**config.mk**
```make
export PLATFORM = sky130hd
export DESIGN_NAME = ah_gnt_burst_ctrl_flat
export DESIGN_NICKNAME = d
export VERILOG_FILES = /design/src/rtl/ah_gnt_burst_if.sv /design/src/rtl/ah_gnt_burst_ctrl.sv /design/src/flat_wrapper.sv
export SDC_FILE = /design/constraint.sdc
export NUM_CORES = 1
export LEC_CHECK = 0
export BUFFER_PORTS_ARGS = -buffer_cell sky130_fd_sc_hd__buf_2
export CAP_MARGIN = 20
export CORE_AREA = 3 3 124 126
export CTS_CLUSTER_DIAMETER = 50
export DETAILED_ROUTE_END_ITERATION = 8
export DIE_AREA = 0 0 127 129
export PLACE_DENSITY_LB_ADDON = 0.25
export REMOVE_ABC_BUFFERS = 1
export SLEW_MARGIN = 25
export SYNTH_ARGS = -nofsm -noshare
export SYNTH_HDL_FRONTEND = slang
export SYNTH_SLANG_ARGS = --single-unit
```
**constraint.sdc**
```tcl
create_clock -name clk -period 1.9 [get_ports clk]
set_input_delay 0.38 -clock clk [delete_from_list [all_inputs] [get_ports clk]]
set_output_delay 0.38 -clock clk [all_outputs]
set_load 0.01 [all_outputs]
```
**src/rtl/ah_gnt_burst_if.sv**
```systemverilog
// Handshake bundle between the LRU arbiter, the requesters and the burst controller.
// The slave modport is the controller's view; master is the environment's view.
interface ah_gnt_burst_if #(
    parameter int unsigned NREQ = 7,
    parameter int unsigned DW   = 32,
    parameter int unsigned LENW = 4,
    parameter int unsigned SRCW = 3
) ();
    logic [NREQ-1:0]      arb_gnt;
    logic [NREQ-1:0]      arb_busy;
    logic [NREQ-1:0]      req_valid;
    logic [NREQ*LENW-1:0] req_len;
    logic [NREQ*DW-1:0]   req_data;
    logic [NREQ-1:0]      req_ready;
    logic                 out_valid;
    logic [DW-1:0]        out_data;
    logic [SRCW-1:0]      out_src;
    logic                 out_last;
    logic                 out_ready;
    logic                 multi_gnt_err;

    modport master (
        output arb_gnt, req_valid, req_len, req_data, out_ready,
        input  arb_busy, req_ready, out_valid, out_data, out_src, out_last, multi_gnt_err
    );

    modport slave (
        input  arb_gnt, req_valid, req_len, req_data, out_ready,
        output arb_busy, req_ready, out_valid, out_data, out_src, out_last, multi_gnt_err
    );
endinterface

```
**src/rtl/ah_gnt_burst_ctrl.sv**
```systemverilog
// Burst stage behind the LRU arbiter: latches a grant, locks the output channel to that
// requester for req_len+1 beats and holds the arbiter off via arb_busy meanwhile.
module ah_gnt_burst_ctrl #(
    parameter int unsigned NREQ = 7,
    parameter int unsigned DW   = 32,
    parameter int unsigned LENW = 4,
    parameter int unsigned SRCW = 3
) (
    input  logic          clk,
    input  logic          rst,
    ah_gnt_burst_if.slave bus
);
    typedef enum logic [0:0] {StIdle, StBurst} state_e;

    state_e          state_q, state_d;
    logic [SRCW-1:0] owner_q, owner_d;
    logic [LENW-1:0] beats_left_q, beats_left_d;
    logic            busy_q, busy_d;
    logic            err_q, err_d;

    logic [NREQ-1:0] gnt;
    logic [SRCW-1:0] gnt_idx;
    logic [LENW-1:0] gnt_len;
    logic            gnt_multi;

    logic            in_burst;
    logic            own_valid;
    logic [DW-1:0]   own_data;
    logic            out_valid;
    logic            fire;

    // Lowest set grant bit wins; a multi-hot grant is flagged but otherwise tolerated.
    always_comb begin
        gnt     = bus.arb_gnt;
        gnt_idx = '0;
        gnt_len = '0;
        for (int i = NREQ - 1; i >= 0; i--) begin
            if (gnt[i]) begin
                gnt_idx = SRCW'(i);
                gnt_len = bus.req_len[i*LENW +: LENW];
            end
        end
        gnt_multi = (gnt & (gnt - NREQ'(1))) != '0;
    end

    always_comb begin
        own_valid = 1'b0;
        own_data  = '0;
        for (int i = 0; i < NREQ; i++) begin
            if (owner_q == SRCW'(i)) begin
                own_valid = bus.req_valid[i];
                own_data  = bus.req_data[i*DW +: DW];
            end
        end
    end

    assign in_burst = (state_q == StBurst);
    assign out_valid = in_burst & own_valid;
    assign fire = out_valid & bus.out_ready;

    always_comb begin
        for (int i = 0; i < NREQ; i++) begin
            bus.req_ready[i] = in_burst && (owner_q == SRCW'(i)) && bus.out_ready;
        end
    end

    assign bus.out_valid     = out_valid;
    assign bus.out_data      = own_data;
    assign bus.out_src       = owner_q;
    assign bus.out_last      = out_valid & (beats_left_q == '0);
    assign bus.arb_busy      = {NREQ{busy_q}};
    assign bus.multi_gnt_err = err_q;

    always_comb begin
        state_d      = state_q;
        owner_d      = owner_q;
        beats_left_d = beats_left_q;
        err_d        = err_q;
        unique case (state_q)
            StIdle: begin
                if (gnt != '0) begin
                    state_d      = StBurst;
                    owner_d      = gnt_idx;
                    beats_left_d = gnt_len;
                    if (gnt_multi) begin
                        err_d = 1'b1;
                    end
                end
            end
            StBurst: begin
                // beats_left only counts down while nonzero, so it can never wrap.
                if (fire) begin
                    if (beats_left_q == '0) begin
                        state_d = StIdle;
                    end else begin
                        beats_left_d = beats_left_q - LENW'(1);
                    end
                end
            end
        endcase
        // Busy is a flop tracking the next state so the arbiter sees a clean level.
        busy_d = (state_d == StBurst);
    end

    always_ff @(posedge clk) begin
        if (rst) begin
            state_q      <= StIdle;
            owner_q      <= '0;
            beats_left_q <= '0;
            busy_q       <= 1'b0;
            err_q        <= 1'b0;
        end else begin
            state_q      <= state_d;
            owner_q      <= owner_d;
            beats_left_q <= beats_left_d;
            busy_q       <= busy_d;
            err_q        <= err_d;
        end
    end
endmodule

```
**src/flat_wrapper.sv**
```systemverilog
// flat-port wrapper written by rule: the top's interface ports become plain ports
module ah_gnt_burst_ctrl_flat 
#(
    parameter int unsigned NREQ = 7,
    parameter int unsigned DW   = 32,
    parameter int unsigned LENW = 4,
    parameter int unsigned SRCW = 3
)
  (clk, rst, bus_arb_gnt, bus_req_valid, bus_req_len, bus_req_data, bus_out_ready, bus_arb_busy, bus_req_ready, bus_out_valid, bus_out_data, bus_out_src, bus_out_last, bus_multi_gnt_err);
  ah_gnt_burst_if #(.NREQ(NREQ), .DW(DW), .LENW(LENW), .SRCW(SRCW)) bus_i ();
  input  logic clk;
  input  logic rst;
  input wire logic [$bits(bus_i.arb_gnt)-1:0] bus_arb_gnt;
  input wire logic [$bits(bus_i.req_valid)-1:0] bus_req_valid;
  input wire logic [$bits(bus_i.req_len)-1:0] bus_req_len;
  input wire logic [$bits(bus_i.req_data)-1:0] bus_req_data;
  input wire logic [$bits(bus_i.out_ready)-1:0] bus_out_ready;
  output wire logic [$bits(bus_i.arb_busy)-1:0] bus_arb_busy;
  output wire logic [$bits(bus_i.req_ready)-1:0] bus_req_ready;
  output wire logic [$bits(bus_i.out_valid)-1:0] bus_out_valid;
  output wire logic [$bits(bus_i.out_data)-1:0] bus_out_data;
  output wire logic [$bits(bus_i.out_src)-1:0] bus_out_src;
  output wire logic [$bits(bus_i.out_last)-1:0] bus_out_last;
  output wire logic [$bits(bus_i.multi_gnt_err)-1:0] bus_multi_gnt_err;
  assign bus_i.arb_gnt = bus_arb_gnt;
  assign bus_i.req_valid = bus_req_valid;
  assign bus_i.req_len = bus_req_len;
  assign bus_i.req_data = bus_req_data;
  assign bus_i.out_ready = bus_out_ready;
  assign bus_arb_busy = bus_i.arb_busy;
  assign bus_req_ready = bus_i.req_ready;
  assign bus_out_valid = bus_i.out_valid;
  assign bus_out_data = bus_i.out_data;
  assign bus_out_src = bus_i.out_src;
  assign bus_out_last = bus_i.out_last;
  assign bus_multi_gnt_err = bus_i.multi_gnt_err;
  ah_gnt_burst_ctrl #(.NREQ(NREQ), .DW(DW), .LENW(LENW), .SRCW(SRCW)) u_core (.clk(clk), .rst(rst), .bus(bus_i));
endmodule
```
==> flow_summary_export.csv <==
group,metric,value,unit
worst_setup_path,critPathKind,"flip-flop to primary output",
worst_setup_path,worstReg2RegEnd,"u_core.beats_left_q[0]",
place,gp_congestion,0.861,
clock_network,cts-root-buf,"clkbuf_16",
power_and_ir_drop,p_seq_share,11.4,%
route,drt_iter0_markers,137,
worst_setup_path,crit_path_max_fanout,7,
floorplan,die_h,129,um
synth,avgSynthCellArea,7.60,um2
clock_network,insertion_delay,240,ps
sta,worstMarginPinSlew,548,ps
place,dp_slack,-10.6,ps
worst_hold_path,hp-start,"rst",
worst_hold_path,worstHoldPathType,"primary input to flip-flop",
synth,ys_types,51,
worst_setup_path,r2r_cells,8,
synth,synthTopCellsByArea,"mux4_2, mux2i_1, a21oi_1",
clock_network,cts_buffer_depth,2,
synth,synth_cells,364,
run_status,status,"finished, violations left",
floorplan,die_area,16400,um2
worst_setup_path,cp-start-kind,"flip-flop",
run_status,violations,"setup timing",
clock_network,clk_pin_slew,40,ps
cells_and_area,fillerInstances,1575,
route,drc,0,
sta,min_period_over_period,108,%
worst_setup_path,timing.rr.start,"u_core.bus.out_src[1]",
clock_network,cts.sinks,9,
worst_setup_path,cp_common_cell,"buf_12",
sta,fin_worst_skew,2.81,ps
route,ant_nets,0,
worst_setup_path,cp_slowest_cell,"mux4_2",
power_and_ir_drop,power,1990,uW
worst_hold_path,min_to,"u_core.in_burst",
floorplan,core_area,14400,um2
route,wl_met3,1510,um
synth,synth_top_area_share,26.1,%
route,first_pass_iters,4,
job,maxCapViolCount,0,
synth,synth_ff_type,"dfxtp_1",
worst_setup_path,ff2ff_setup_slack,-10,ps
sta,setup_violations,35,
worst_setup_path,end_kind,"primary output",
floorplan,ioPinCount,321,
power_and_ir_drop,ir_drop,0.218,mV
clock_network,hold_buffers,0,
power_and_ir_drop,leakage,0.00262,uW
synth,ys_warn_count,0,
clock_network,cts_tree,"built",
synth,yosysMostFrequentCell,"nor2_1",
power_and_ir_drop,switching_share,37.6,%
clock_network,numCtsBuffers,3,
route,wl,16400,um
sta,timing.final.hold_violations,0,
cells_and_area,layout-drive-gt1-share,63.1,%
cells_and_area,fin_util,37.3,%
worst_setup_path,cp_cell_sequence,"buf_12 > buf_12 > mux4_2 > nand2_1 > o21ai_1 > buf_2",
cells_and_area,seqCellArea,188,um2
cells_and_area,multiInputGateArea,2390,um2
worst_setup_path,cp_top_family,"multiplexers",
worst_setup_path,cp.arrival,1670,ps
route,routedWlPerCell,18.2,um
global_routing,grtUsageTotal,17.8,%
sta,rsz0062_at_grt,"true",
synth,ys_top_cells_by_count,"nor2_1, a21oi_1, nand2_1",
synth,syn-cell-area,2770,um2
synth,synthArstFlopShare,0,%
worst_setup_path,cpPeakStageDelay,510,ps
power_and_ir_drop,p_clk_share,18.9,%
cells_and_area,areaGrowthSynthToFinish,94.4,%
place,portBuffers,320,
worst_setup_path,required,1520,ps
route,viasPerCell,4.70,
synth,synth_top_area_cell,"mux4_2",
synth,synth_edf_count,0,
sta,worst_slack,-155,ps
synth,seq_area_frac_synth,6.52,%
floorplan,rows,44,
global_routing,grt_pass1_wl,23000,um
floorplan,start_util,19.2,%
floorplan,die_width,127,um
clock_network,htree_levels,1,
route,top_layer_used,"met5",
sta,hold_slack,437,ps
power_and_ir_drop,intPower,1240,uW
global_routing,grt-ovfl-total,0,
synth,synth_seq_cells,9,
sta,slew_violations,0,
worst_hold_path,holdPathStages,2,
route,met2WireLength,8360,um
place,place_hpwl,12700,um
route,met1Wirelength,6320,um
worst_setup_path,path_buf_inv,3,
power_and_ir_drop,switching_power,747,uW
global_routing,grt_max_degree,65,
power_and_ir_drop,comb_power_share,69.6,%
sta,relSlewSlack,63.4,%
global_routing,grt_pass1_vias,4209,
sta,period_needed,2050,ps
sta,fmax,487,MHz
cells_and_area,fin_nets,982,
global_routing,antenna_found_initial,9,
power_and_ir_drop,p_per_area,369,nW/um2
route,dr_total_vias,4229,
-- worst max-delay path by stage --
stage / startpoint / endpoint / slack, ps / cells after the start
4_1_cts: u_core.bus.out_src[0] / bus_out_data[7] / -170 / 6
2_1_floorplan: u_core.bus.out_src[1] / bus_out_last / -2140 / 5
3_3_place_gp: u_core.bus.out_src[0] / bus_out_data[17] / 20 / 5
6_report: u_core.bus.out_src[0] / bus_out_data[30] / -150 / 6
5_1_grt: u_core.bus.out_src[1] / bus_out_last / -230 / 7
3_5_place_dp: u_core.bus.out_src[0] / bus_out_data[17] / -10 / 5
-- cells by family after synthesis --
group	count (synthesis)	synth area share, %
DFF	9	6.52
adders and majority gates	3	1.27
buffers and inverters	55	9.41
and+or+nand+nor	115	18.3
muxes	67	38.7
AOI/OAI and AO/OA	115	25.7
-- repair_timing --
| action | in CTS | in global routing |
|---|---|---|
| setup endpoints to repair | 34 | 38 |
| gates cloned | 5 | 2 |
| gates resized for setup | 30 | 28 |
| pin swaps | 5 | 30 |
| setup buffers | 18 | 6 |
-- per-layer routing --
| layer | global-route usage (%) | up-vias |
|---|---|---|
| met2 | 32.4 | 192 |
| met4 | 4.61 | 6 |
| met1 | 20.4 | 1935 |
| met3 | 5.27 | 20 |
| met5 | 0 | - |
| li1 | - | 2076 |
-- power by group through the flow --
stage	sequential, uW	clock (uW)	combinational (uW)
floorplan	292	0	538
global placement	236	0	1190
detailed placement	237	0	1190
CTS	226	382	1330
global route	230	394	1510
finish	227	376	1380
-- through the flow --
stage          TNS, ps  instances  cell area, um2
6_report         -4030        900            5380
5_1_grt          -6480        900            5380
4_1_cts          -4960        886            5210
3_5_place_dp     -12.1        859            4720
3_3_place_gp         0        859            4720
2_1_floorplan   -82870        322            2550
-- cell usage in the layout, fill, tap and decap left out, types with 6 or more instances in the layout --
| master | n |
|---|---|
| a21oi_1 | 41 |
| buf_12 | 11 |
| buf_16 | 6 |
| buf_2 | 319 |
| buf_4 | 40 |
| dfxtp_1 | 7 |
| diode_2 | 6 |
| inv_1 | 10 |
| mux2i_1 | 32 |
| mux4_2 | 32 |
| nand2_1 | 33 |
| nand2_2 | 7 |
| nor2_1 | 46 |
| o21ai_1 | 29 |
-- final cells by class --
type | count | share of cell area (%)
Tap cell | 184 | 4.28
Clock buffer | 4 | 1.47
Inverter | 13 | 0.908
Timing Repair Buffer | 384 | 45.2
Sequential cell | 9 | 3.49
Antenna cell | 6 | 0.279
Multi-Input combinational cell | 300 | 44.4
-- registers in the layout, summed over array words and instances, names as in the netlist --
signal	flops
u_core.beats_left_q	4
u_core.bus.out_src	3
u_core.bus.multi_gnt_err	1
u_core.in_burst	1
No activity file was read; power rests on OpenSTA's default activity.
